**src/rtl/exc_pkg.sv**
```systemverilog
// exc_pkg: shared states, ERET opcode and cause codes for the exception sequencer
package exc_pkg;
  typedef enum logic [1:0] {RUN, PEND, HANDLER} exc_state_t;
  localparam logic [10:0] ERET_OPC = 11'b11010110100;
  localparam int CAUSE_NONE = 0;
  localparam int CAUSE_ILLEGAL = 1;
  localparam int CAUSE_IRQ_BASE = 8;
endpackage

```
**src/rtl/irq_prio_enc.sv**
```systemverilog
// irq_prio_enc: lowest-index-wins priority encoder; req_i -> valid_o, idx_o
module irq_prio_enc #(
  parameter int N = 4,
  localparam int IW = (N > 1) ? $clog2(N) : 1
) (
  input  logic [N-1:0]  req_i,
  output logic          valid_o,
  output logic [IW-1:0] idx_o
);
  always_comb begin
    valid_o = |req_i;
    idx_o = '0;
    for (int i = N - 1; i >= 0; i--)
      if (req_i[i]) idx_o = i[IW-1:0];
  end
endmodule

```
**src/rtl/exc_controller.sv**
```systemverilog
// exc_controller: exception/interrupt sequencer; clk/reset(active-low sync), instr/illegal_op/irq/irq_en/exc_ack in; exc/estatus/eret/ext_iack/in_handler/double_fault out
module exc_controller
  import exc_pkg::*;
#(
  parameter int N_IRQ = 4,
  parameter int ESTATUS_W = 4
) (
  input  logic                 clk,
  input  logic                 reset,
  input  logic [10:0]          instr,
  input  logic                 illegal_op,
  input  logic [N_IRQ-1:0]     irq,
  input  logic [N_IRQ-1:0]     irq_en,
  input  logic                 exc_ack,
  output logic                 exc,
  output logic [ESTATUS_W-1:0] estatus,
  output logic                 eret,
  output logic [N_IRQ-1:0]     ext_iack,
  output logic                 in_handler,
  output logic                 double_fault
);
  localparam int IW = (N_IRQ > 1) ? $clog2(N_IRQ) : 1;
  exc_state_t state_q, state_d;
  logic [ESTATUS_W-1:0] estatus_q, estatus_d;
  logic [N_IRQ-1:0] iack_q, iack_d;
  logic dfault_q, dfault_d;
  logic irq_v;
  logic [IW-1:0] irq_idx;
  logic is_eret;
  assign is_eret = instr == ERET_OPC;
  // any outstanding acknowledge blocks new IRQs so at most one iack bit is ever high
  irq_prio_enc #(.N(N_IRQ)) u_enc (
    .req_i  (irq & irq_en & {N_IRQ{~|iack_q}}),
    .valid_o(irq_v),
    .idx_o  (irq_idx)
  );
  always_comb begin
    state_d = state_q;
    estatus_d = estatus_q;
    iack_d = iack_q & irq;
    dfault_d = dfault_q;
    case (state_q)
      RUN:
        if (illegal_op || is_eret) begin
          state_d = PEND;
          estatus_d = ESTATUS_W'(CAUSE_ILLEGAL);
        end else if (irq_v) begin
          state_d = PEND;
          estatus_d = ESTATUS_W'(CAUSE_IRQ_BASE) + ESTATUS_W'(irq_idx);
          iack_d = N_IRQ'(1) << irq_idx;
        end
      PEND: state_d = exc_ack ? HANDLER : PEND;
      HANDLER:
        if (is_eret) state_d = RUN;
        else if (illegal_op) dfault_d = 1'b1;
      default: state_d = RUN;
    endcase
  end
  always_ff @(posedge clk) begin
    if (!reset) begin
      state_q <= RUN;
      estatus_q <= ESTATUS_W'(CAUSE_NONE);
      iack_q <= '0;
      dfault_q <= 1'b0;
    end else begin
      state_q <= state_d;
      estatus_q <= estatus_d;
      iack_q <= iack_d;
      dfault_q <= dfault_d;
    end
  end
  assign exc = state_q == PEND;
  assign in_handler = state_q == HANDLER;
  assign eret = in_handler && is_eret;
  assign estatus = estatus_q;
  assign ext_iack = iack_q;
  assign double_fault = dfault_q;
endmodule
```
**config.mk**
```make
export PLATFORM = sky130hd
export DESIGN_NAME = exc_controller
export DESIGN_NICKNAME = d
export VERILOG_FILES = /design/src/rtl/exc_pkg.sv /design/src/rtl/irq_prio_enc.sv /design/src/rtl/exc_controller.sv
export SDC_FILE = /design/constraint.sdc
export NUM_CORES = 1
export LEC_CHECK = 0
export ABC_AREA = 1
export BUFFER_PORTS_ARGS = -buffer_cell sky130_fd_sc_hd__buf_2
export CORE_MARGIN = 10
export CORE_UTILIZATION = 41
export DETAILED_ROUTE_END_ITERATION = 10
export PLACE_DENSITY_LB_ADDON = 0.08
export SLEW_MARGIN = 20
export SYNTH_ARGS = -nofsm -noshare
export SYNTH_HDL_FRONTEND = slang
export SYNTH_SLANG_ARGS = --single-unit
```
**constraint.sdc**
```tcl
create_clock -name clk -period 1.6 [get_ports clk]
set_clock_uncertainty 0.2 [all_clocks]
set_input_delay 0.32 -clock clk [delete_from_list [all_inputs] [get_ports clk]]
set_output_delay 0.32 -clock clk [all_outputs]
set_load 0.01 [all_outputs]
```
==> results of run 1 <==
[through the flow]
stage | TNS (ns) | utilization [%]
6_report | 0 | 60.6
5_1_grt | -0.00674 | 60.6
4_1_cts | 0 | 60.0
3_5_place_dp | 0 | 58.3
3_3_place_gp | 0 | 58.3
2_1_floorplan | 0 | -
[registers in the layout, indices dropped and copies added (netlist names)]
register,count
ext_iack,4
double_fault,1
state_q,2
estatus,3
[layout make-up]
class	instances	area share (%)
multi-input cells	66	40.6
flip-flops and latches	10	25.1
repair buffers	34	21.4
inverters	17	7.89
clock buffers	3	2.79
well taps	15	2.32
[power groups by stage]
stage / combinational [mW] / clock, mW / sequential, mW
6_report: 0.174 / 0.174 / 0.280
5_1_grt: 0.198 / 0.197 / 0.282
4_1_cts: 0.174 / 0.179 / 0.279
3_5_place_dp: 0.173 / 0 / 0.284
3_3_place_gp: 0.171 / 0 / 0.284
2_1_floorplan: 0.108 / 0 / 0.290
[worst min-delay path, stage by stage]
cell and delay, ns:
buf_2 0.10, nand2_1 0.05, a21oi_1 0.05
[cells in the final DEF (no fill, tap or decap)]
cell type and instances:
o21ai_1 1, conb_1 1, buf_2 33, nor2_1 10, dfxtp_2 2, nand3_1 7, clkbuf_4 3, nand2_1 27
nor3_1 1, nand3_2 2, inv_1 13, nor2_4 1, clkinv_1 1, inv_2 3, nand3_4 1, dfxtp_1 8
nor2_2 5, a21oi_1 7, o21a_1 1, o21ai_2 1, a21oi_2 1, buf_4 1
[worst max path at each step]
stage | startpoint | to | cells past startpoint
after floorplan | instr[3] | eret | 5
after global placement | instr[6] | eret | 7
after detailed placement | instr[3] | eret | 7
after CTS | state_q[1] | eret | 3
after global routing | instr[3] | eret | 7
final | state_q[1] | eret | 3
[logic make-up (layout without fill, tap and decap cells)]
group | count (synthesis) | after routing | synth area share, %
AND/OR/NAND/NOR | 54 | 54 | 42.7
other | 1 | 1 | 0.631
buffers and inverters | 18 | 54 | 12.0
AO/OA/AOI/OAI | 11 | 11 | 10.9
flip-flops | 10 | 10 | 33.7
[layer usage]
metal / part of all wire [%] / GRT usage, % / up-vias / routed length, um
met5: 0 / 0 / - / 0
met4: 2.0 / 5.03 / 0 / 33
met3: 12 / 5.66 / 6 / 195
met2: 40 / 14.7 / 35 / 638
met1: 46 / 11.4 / 285 / 746
li1: - / - / 358 / -
==> summary.txt, run 1 <==
Status
  – Status: finished clean

Routing
  – Drt wl/cell: 11.1 um
  – Final WL: 1610 um
  – DRC Markers: 0
  – Vias per cell: 4.72
  – First-pass DRT Iterations: 4
  – Final antenna-violating net count: 0
  – Initial DRC Count: 15
  – DR vias: 684

Global routing
  – Initial antenna violation count: 0
  – Vias in the first global route: 662
  – First-pass GRT wire length: 2730 um
  – GRT Resource Usage Total: 10.1%
  – Largest net degree at the start of global routing: 8
  – Total grt overflow: 0

Timing
  – Min Tclk post-route: 1.53 ns
  – Slew Limit Fails: 0
  – Hold Worst Slack: 0.102 ns
  – Final setup viols: 0
  – Fin crit share: 95.5%
  – Achievable Freq: 0.655 GHz
  – Final hold vios: 0
  – Setup ws final: 0.0725 ns

Place
  – Post-DP HPWL: 1360 um
  – DP Worst Slack: 0.0813 ns
  – RePlAce Congestion: 0.892
  – Placed cell areas: 778 um^2
  – Inst Count DP: 142
  – PortBufs: 33

Clock tree
  – Hold_buf cts: 0
  – Post-CTS Repair Setup Buffers: 0
  – CTS root buffer: clkbuf_4
  – Clock buffer count from CTS: 3
  – CTS Buffer Depth: 2
  – Post_cts resized: 0
  – CTS tree: done
  – H-Tree Depth: 1
  – Clk_lat worst skew: 0.26 ns
  – Clock transition at path regs: 0.07 ns
  – Clk sinks: 10

Floorplanning
  – Cell Rows: 13
  – Num ports: 35
  – Die height: 58.1 um
  – Total die area: 0.00337 mm^2
  – Core Footprint: 0.00133 mm^2
  – Starting Density: 44.6%
  – Die X: 58.1 um

Min path
  – Worst Hold Launch: irq[1]
  – Hold Crit Class: primary input to register
  – Worst hold endpoint: ext_iack[1]
  – Hold Path Depth: 3

Yosys
  – Register area share after synthesis: 33.7%
  – Seq cells post-synth: 10
  – Mapped Cells: 94
  – Mean Syn Cell Area: 6.32 um^2
  – Warnings, synthesis: 0
  – Post-synthesis cell type count: 19
  – Top-count cell post-synth: nand2_1
  – Ys flop type: dfxtp_1
  – Ys async rst share: 0%
  – Number of synthesized flops with an enable pin: 0
  – Synth top cells by count: nand2_1 (27), inv_1 (13), nor2_1 (12), dfxtp_1 (10)
  – Post-synth top area cell: dfxtp_1
  – Synthesized cell area: 594 um^2
  – Net Count, Synth: 117
  – Top-area cell type share of the netlist area: 33.7%
  – Main area contributors after synthesis: dfxtp_1 (34%), nand2_1 (17%), inv_1 (8.2%)

Critical path
  – Largest delay share family, worst path: flip-flops
  – Worst-path fanout max: 3
  – Worst path arrival time: 1.01 ns
  – Slowest cell on crit path: dfxtp_2
  – Worst-path cell chain: inv_1, nor3_1, buf_2
  – Critical Path RT: 1.08 ns
  – CP Capture Type: output pin
  – CP max stage delay: 0.35 ns
  – FF-to-FF setup slack: 0.18 ns
  – Critical setup path kind: register to output pin
  – Reg2Reg Capture Point: estatus[0]
  – Reg2reg path depth: 8
  – Buf+Inv Stages, Crit Path: 2
  – Reg2reg start: ext_iack[2]
  – Crit start category: register

Pwr
  – Peak VDD IR: 0.462 mV
  – Final total power: 0.628 mW
  – Combinational power share: 27.7%
  – P_leak: 0.458 nW
  – Pwr Density: 777 mW/mm^2
  – Clk pwr share: 27.8%
  – Int Pwr: 0.426 mW
  – Seq pwr share: 44.5%
  – Net Sw Frac: 32.2%
  – NetSw: 0.202 mW

Job
  – Max-cap violations: 0

Finish
  – Fin nets: 155
  – Footprint of the multi-input gates: 328 um^2
  – Final Instance Area: 808 um^2
  – Ant diodes: 0
  – Non-Filler Instances: 145
  – # fillers: 135
  – Share of layout cells above drive strength 1: 40.8%
  – Register area: 203 um^2
  – P&R area growth vs syn: 36.0%
Note: power is estimated with default switching activity, not from simulation.
==> run 2, diff against run 1 <==
--- a/config.mk
+++ b/config.mk
@@ -10,6 +10,7 @@
 export CORE_MARGIN = 10
 export CORE_UTILIZATION = 41
 export DETAILED_ROUTE_END_ITERATION = 10
+export MAX_ROUTING_LAYER = met4
 export PLACE_DENSITY_LB_ADDON = 0.08
 export SLEW_MARGIN = 20
 export SYNTH_ARGS = -nofsm -noshare
==> constraint.sdc (replaced) <==
create_clock -name clk -period 1.6 [get_ports clk]
set_clock_uncertainty 0.2 [all_clocks]
set_input_delay 0.08 -clock clk [delete_from_list [all_inputs] [get_ports clk]]
set_output_delay 0.08 -clock clk [all_outputs]
set_load 0.01 [all_outputs]
==> run 2 against run 1 <==
Effect of this change:
- worst setup slack gained 0.0093 ns
- critical path type is now primary input to register
- maximum frequency grew 0.61%
- critical path depth grew 7
- combinational power grew 9%
- critical endpoint is now estatus[0]
- via count shrank 1.3%
- non-clock buffer count grew 7
- largest cell class unchanged
==> summary.txt, run 2 (synthesized netlist as in run 1, its figures left out) <==
Status
  – Status: finished clean (unchanged)

Clock tree
  – CTS root buffer: clkbuf_4 (unchanged)
  – H-Tree Depth: 1 (unchanged)
  – Clk_lat worst skew: 0.26 ns (about the same)
  – Clock transition at path regs: 0.06 ns (was 0.07 ns)
  – Clock buffer count from CTS: 3 (unchanged)
  – CTS tree: done (unchanged)
  – Post-CTS Repair Setup Buffers: 0 (unchanged)
  – CTS Buffer Depth: 2 (unchanged)
  – Clk sinks: 10 (unchanged)

Timing
  – Final hold vios: 0 (unchanged)
  – Min Tclk post-route: 1.52 ns (was 1.53 ns)
  – Final setup viols: 0 (unchanged)
  – Setup_tns: 0 ns (unchanged)
  – Achievable Freq: 0.659 GHz (was 0.655 GHz)
  – Slew Limit Fails: 0 (unchanged)
  – RSZ-0062 raised after global routing: false
  – Fin crit share: 94.9% (was 95.5%)

Finish
  – Fin nets: 162 (was 155)
  – Non-Filler Instances: 152 (was 145)
  – Most common cell after layout, fill and taps aside: buf_2 (unchanged)
  – Commonest non-fill, non-tap cells in the layout: buf_2 (33), nand2_1 (27), inv_1 (13) (unchanged)
  – Max reg flops: 4 (unchanged)
  – P&R area growth vs syn: 46.9% (was 36.0%)
  – Share of layout cells above drive strength 1: 35.0% (was 40.8%)
  – Ant diodes: 0 (unchanged)

Critical path
  – CP max stage delay: 0.53 ns (was 0.35 ns)
  – Largest delay share family, worst path: buffers and inverters (was flip-flops)
  – CP Capture Type: register (was output pin)
  – Buf+Inv Stages, Crit Path: 4 (was 2)
  – Slowest cell on crit path: dlygate4sd3_1 (was dfxtp_2)
  – Worst path arrival time: 1.48 ns (was 1.01 ns)
  – Worst-path fanout max: 3 (unchanged)
  – Crit start category: primary input (was register)
  – Critical Path RT: 1.56 ns (was 1.08 ns)
  – Critical setup path kind: primary input to register (was register to output pin)
  – Worst-path cell chain: dlygate4sd3_1, buf_2, nand2_1, inv_1, nand3_1, nand3_2, o21ai_2, inv_1, nor2_1, nor2_1 (was inv_1, nor3_1, buf_2)

Floorplanning
  – Die X: 58.1 um (unchanged)
  – Core Footprint: 0.00133 mm^2 (unchanged)
  – Num ports: 35 (unchanged)
  – Starting Density: 44.6% (unchanged)
  – Die height: 58.1 um (unchanged)
  – Cell Rows: 13 (unchanged)
  – Total die area: 0.00337 mm^2 (unchanged)

Place
  – Inst Count DP: 141 (was 142)
  – PortBufs: 33 (unchanged)
  – RePlAce Congestion: 0.935 (was 0.892)
  – Post-DP HPWL: 1320 um (was 1360 um)

Routing
  – Final WL: 1690 um (was 1610 um)
  – DR vias: 675 (was 684)
  – First-pass DRT Iterations: 5 (was 4)
  – Drt wl/cell: 11.1 um (about the same)
  – Final antenna-violating net count: 0 (unchanged)
  – DRC Markers: 0 (unchanged)
  – Vias per cell: 4.44 (was 4.72)
  – Initial DRC Count: 20 (was 15)

Global routing
  – Largest net degree at the start of global routing: 8 (unchanged)
  – GRT Resource Usage Total: 10.1% (about the same)
  – First-pass GRT wire length: 2700 um (was 2730 um)
  – Initial antenna violation count: 0 (unchanged)
  – Total grt overflow: 0 (unchanged)
  – Vias in the first global route: 658 (was 662)

Pwr
  – Pwr Density: 732 mW/mm^2 (was 777 mW/mm^2)
  – Peak VDD IR: 0.485 mV (was 0.462 mV)
  – P_leak: 0.487 nW (was 0.458 nW)
  – Final total power: 0.639 mW (was 0.628 mW)

Job
  – Max-cap violations: 0 (unchanged)

Min path
  – Hold Crit Class: primary input to register (unchanged)
## run 2: cell types whose count changed in the layout (fill, tap and decap cells not counted), sizes merged
cell	previous run	this run
buf	34	33
dlygate4sd3	0	8
## run 2: per-stage QoR
step	hold WS, ns	utilization [%]	area (um^2)	setup slack, ns
after floorplan	-0.00250	-	594	0.258
after global placement	0.138	57.8	771	0.254
after detailed placement	0.139	57.8	771	0.184
after CTS	0.0462	65.5	873	0.0846
after global routing	0.0691	65.5	873	0.0157
final	0.0471	65.5	873	0.0819
## run 2: what timing repair did
| item | 4_1_cts | 5_1_grt |
|---|---|---|
| gates resized for setup | 0 | 0 |
| endpoints found under the hold margin | 8 | 0 |
| endpoints found under the setup margin | 0 | 2 |
| hold buffers | 8 | 0 |
## run 2: per-layer routing
layer,share of wire [%],up-vias,global-route usage (%)
li1,-,375,-
met1,45,259,10.7
met2,39,37,14.3
met3,14,4,5.66
met4,2.4,0,6.04
met5,0,-,-
## run 2: path summary, 6_finish.rpt
| kind | startpoint | end | slack (ns) | cells past startpoint |
|---|---|---|---|---|
| max | irq[0] | estatus[0] | 0.08 | 10 |
| min | irq_en[2] | ext_iack[2] | 0.05 | 5 |
| max reg2reg | ext_iack[3] | estatus[0] | 0.16 | 8 |
| min reg2reg | estatus[1] | estatus[1] | 0.26 | 2 |
## run 2: final cells by class
type | count | area, um^2
well taps | 15 | 18.8
multi-input cells | 66 | 323
repair buffers | 41 | 245
clock buffers | 3 | 22.5
inverters | 17 | 63.8
fillers | 125 | 460
flip-flops and latches | 10 | 200
## run 2: worst min-delay path, delay by kind of cell
kind | cells | cell delay, ns
and+or+nand+nor | 3 | 0.22
buffers and inverters | 1 | 0.10
AOI/OAI and AO/OA | 1 | 0.06
## run 2: report_power, final
part	switching [mW]	total [mW]	internal (mW)	leakage, nW
Clock	0.0844	0.171	0.0869	0.0138
Combinational	0.105	0.189	0.0839	0.392
Sequential	0.0124	0.279	0.266	0.0817
Total	0.202	0.639	0.437	0.487
==> run 3, diff against run 2 <==
--- a/config.mk
+++ b/config.mk
@@ -5,13 +5,13 @@
 export SDC_FILE = /design/constraint.sdc
 export NUM_CORES = 1
 export LEC_CHECK = 0
-export ABC_AREA = 1
 export BUFFER_PORTS_ARGS = -buffer_cell sky130_fd_sc_hd__buf_2
 export CORE_MARGIN = 10
 export CORE_UTILIZATION = 41
 export DETAILED_ROUTE_END_ITERATION = 10
 export MAX_ROUTING_LAYER = met4
 export PLACE_DENSITY_LB_ADDON = 0.08
+export REMOVE_ABC_BUFFERS = 1
 export SLEW_MARGIN = 20
 export SYNTH_ARGS = -nofsm -noshare
 export SYNTH_HDL_FRONTEND = slang
==> run 3 against run 2 <==
Effect of this change:
- the run now ends with negative setup slack left
- final cell count shrank 11%
- sequential power increased by 5%
- worst setup slack worse by 0.22 ns
- clock power is 33% higher
- register-to-register slack got worse by 0.30 ns
- routed wire length grew 19%
- maximum frequency is 13% lower
- critical path depth is 5 lower
- non-clock buffer count increased by 15
- synthesized area decreased by 2.9%
- design area increased by 13%
- critical path type is now register to register
==> summary.txt, run 3 <==
Global routing
  – First-pass GRT wire length: 3390 um (was 2700 um)
  – GRT Resource Usage Total: 12.8% (was 10.1%)
  – Total grt overflow: 0 (unchanged)
  – Initial antenna violation count: 0 (unchanged)
  – Vias in the first global route: 749 (was 658)
  – Largest net degree at the start of global routing: 12 (was 8)

Finish
  – Commonest non-fill, non-tap cells in the layout: buf_2 (33), dlygate4sd3_1 (15), dfxtp_1 (8), buf_4 (8), nand2_1 (5) (was buf_2 (33), nand2_1 (27), inv_1 (13))
  – # fillers: 96 (was 125)
  – Util after Layout: 74.9% (was 65.5%)
  – Non-Filler Instances: 135 (was 152)
  – Max reg flops: 4 (unchanged)
  – Fin nets: 144 (was 162)
  – Final Instance Area: 987 um^2 (was 873 um^2)
  – Share of layout cells above drive strength 1: 46.7% (was 35.0%)
  – Most common cell after layout, fill and taps aside: buf_2 (unchanged)
  – P&R area growth vs syn: 71.1% (was 46.9%)
  – Ant diodes: 0 (unchanged)

Timing
  – Fin crit share: 109% (was 94.9%)
  – Min Tclk post-route: 1.74 ns (was 1.52 ns)
  – Slew Limit Fails: 0 (unchanged)
  – RSZ-0062 raised after global routing: true (was false)
  – Final setup viols: 8 (was 0)
  – Achievable Freq: 0.574 GHz (was 0.659 GHz)
  – Setup ws final: -0.142 ns (was 0.0819 ns)
  – Final hold vios: 0 (unchanged)

Yosys
  – Main area contributors after synthesis: dfxtp_1 (35%), a2111oi_4 (4.8%), and4b_2 (3.9%) (was dfxtp_1 (34%), nand2_1 (17%), inv_1 (8.2%))
  – Ys flop type: dfxtp_1 (unchanged)
  – Post-synthesis cell type count: 32 (was 19)
  – Seq cells post-synth: 10 (unchanged)
  – Post-synth top area cell: dfxtp_1 (unchanged)
  – Top-area cell type share of the netlist area: 34.7% (was 33.7%)
  – Register area share after synthesis: 34.7% (was 33.7%)
  – Top-count cell post-synth: dfxtp_1 (was nand2_1)
  – Synthesized cell area: 577 um^2 (was 594 um^2)
  – Ys async rst share: 0% (unchanged)
  – Synth top cells by count: dfxtp_1 (10), nand2_1 (5), nor2_1 (4), o21ai_0 (4) (was nand2_1 (27), inv_1 (13), nor2_1 (12), dfxtp_1 (10))
  – Mapped Cells: 63 (was 94)
  – Mean Syn Cell Area: 9.16 um^2 (was 6.32 um^2)
  – Warnings, synthesis: 0 (unchanged)
  – Number of synthesized flops with an enable pin: 0 (unchanged)

Place
  – Inst Count DP: 115 (was 141)
  – PortBufs: 33 (unchanged)
  – Post-DP HPWL: 1430 um (was 1320 um)
  – Placed cell areas: 787 um^2 (was 771 um^2)
  – RePlAce Congestion: 0.820 (was 0.935)

Routing
  – First-pass DRT Iterations: 4 (was 5)
  – DRC Markers: 0 (unchanged)
  – Met2 WL: 1030 um (was 664 um)
  – Final WL: 2010 um (was 1690 um)
  – DR WL met3: 97 um (was 229 um)
  – Vias per cell: 5.17 (was 4.44)
  – Wl on met1: 804 um (was 757 um)
  – Drt wl/cell: 14.9 um (was 11.1 um)
  – Final antenna-violating net count: 0 (unchanged)
  – Max layer used: met4 (unchanged)
  – Initial DRC Count: 15 (was 20)
  – DR vias: 698 (was 675)

Min path
  – Hold Path Depth: 4 (was 5)
  – Worst hold endpoint: ext_iack[1] (was ext_iack[2])
  – Worst Hold Launch: irq_en[0] (was irq_en[2])
  – Hold Crit Class: primary input to register (unchanged)

Critical path
  – Worst path arrival time: 1.75 ns (was 1.48 ns)
  – Critical setup path kind: register to register (was primary input to register)
  – CP Capture Type: register (unchanged)
  – Crit start category: register (was primary input)
  – Reg2reg start: ext_iack[3] (unchanged)
  – Worst-path fanout max: 3 (unchanged)
  – Critical Path RT: 1.61 ns (was 1.56 ns)
  – FF-to-FF setup slack: -0.14 ns (was 0.16 ns)
  – Reg2reg path depth: 5 (was 8)
  – Reg2Reg Capture Point: estatus[3] (was estatus[0])

Job
  – Max-cap violations: 0 (unchanged)

Clock tree
  – Clk_lat worst skew: 0.27 ns (was 0.26 ns)
  – Clk sinks: 10 (unchanged)
  – Clock transition at path regs: 0.07 ns (was 0.06 ns)
  – CTS root buffer: clkbuf_4 (unchanged)
  – H-Tree Depth: 1 (unchanged)
  – Clock buffer count from CTS: 3 (unchanged)
  – CTS tree: done (unchanged)
  – CTS Buffer Depth: 2 (unchanged)

Status
  – Failing checks: negative setup slack
  – Status: finished with violations (was finished clean)

Pwr
  – P_leak: 0.451 nW (was 0.487 nW)
  – Pwr Density: 751 mW/mm^2 (was 732 mW/mm^2)
  – Peak VDD IR: 0.620 mV (was 0.485 mV)

Floorplanning
  – Cell Rows: 13 (unchanged)
  – Total die area: 0.00331 mm^2 (was 0.00337 mm^2)
  – Starting Density: 43.8% (was 44.6%)
  – Die height: 57.5 um (was 58.1 um)
  – Num ports: 35 (unchanged)
  – Core Footprint: 0.00132 mm^2 (was 0.00133 mm^2)
  – Die X: 57.5 um (was 58.1 um)
## run 3: power by group
| group | leakage [nW] | internal [mW] | switching, mW |
|---|---|---|---|
| Clock | 0.0210 | 0.138 | 0.0893 |
| Sequential | 0.0825 | 0.268 | 0.0246 |
| Combinational | 0.348 | 0.124 | 0.0976 |
| Total | 0.451 | 0.530 | 0.211 |
## run 3: cell families after synthesis
group / synth area share (%)
flops: 34.7
other cells: 0.650
buf+inv: 5.86
simple gates: 32.3
compound gates: 26.5
## run 3: worst max path at each step
stage	from	to	slack (ns)	cells after the start
2_1_floorplan	ext_iack[3]	estatus[1]	-0.08	4
3_3_place_gp	ext_iack[3]	estatus[1]	-0.09	4
3_5_place_dp	ext_iack[3]	estatus[1]	-0.11	4
4_1_cts	ext_iack[3]	estatus[1]	-0.12	4
5_1_grt	ext_iack[3]	estatus[3]	-0.20	5
6_report	ext_iack[3]	estatus[3]	-0.14	5
## run 3: cell type report
cell class / instances / area (um^2) / area share, %
Clock buffer: 4 / 36.3 / 3.68
Inverter: 2 / 7.51 / 0.760
Multi-Input combinational cell: 48 / 347 / 35.1
Sequential cell: 10 / 203 / 20.5
Tap cell: 15 / 18.8 / 1.90
Timing Repair Buffer: 56 / 375 / 38.0
## run 3: routing by layer
metal  track usage [%]  up-vias
met5                 -        -
met4              4.70        0
met3              5.09        6
met2              20.2       18
met1              14.1      317
li1                  -      357
## run 3: metrics by stage
stage,TNS [ns],total power [mW],hold WS [ns],setup WS (ns)
final,-0.652,0.741,0.0285,-0.142
after detailed placement,-0.442,0.480,0.0926,-0.106
after global routing,-1.28,0.783,0.0557,-0.196
after floorplan,-0.207,0.391,-0.0196,-0.0771
after CTS,-0.632,0.740,0.0264,-0.116
after global placement,-0.279,0.478,0.0891,-0.0928
## run 3: critical path, stage by stage (launching register included)
cell and delay (ns):
dfxtp_2 0.32, or4_4 0.57, a2111oi_4 0.28, buf_4 0.18, o21ai_2 0.04, nor2_1 0.08
## run 3: what timing repair did
action,4_1_cts,5_1_grt
resized for setup,3,3
buffers inserted,1,0
hold endpoints to repair,9,0
pin swaps,3,3
hold buffers,15,0
setup endpoints to repair,8,9
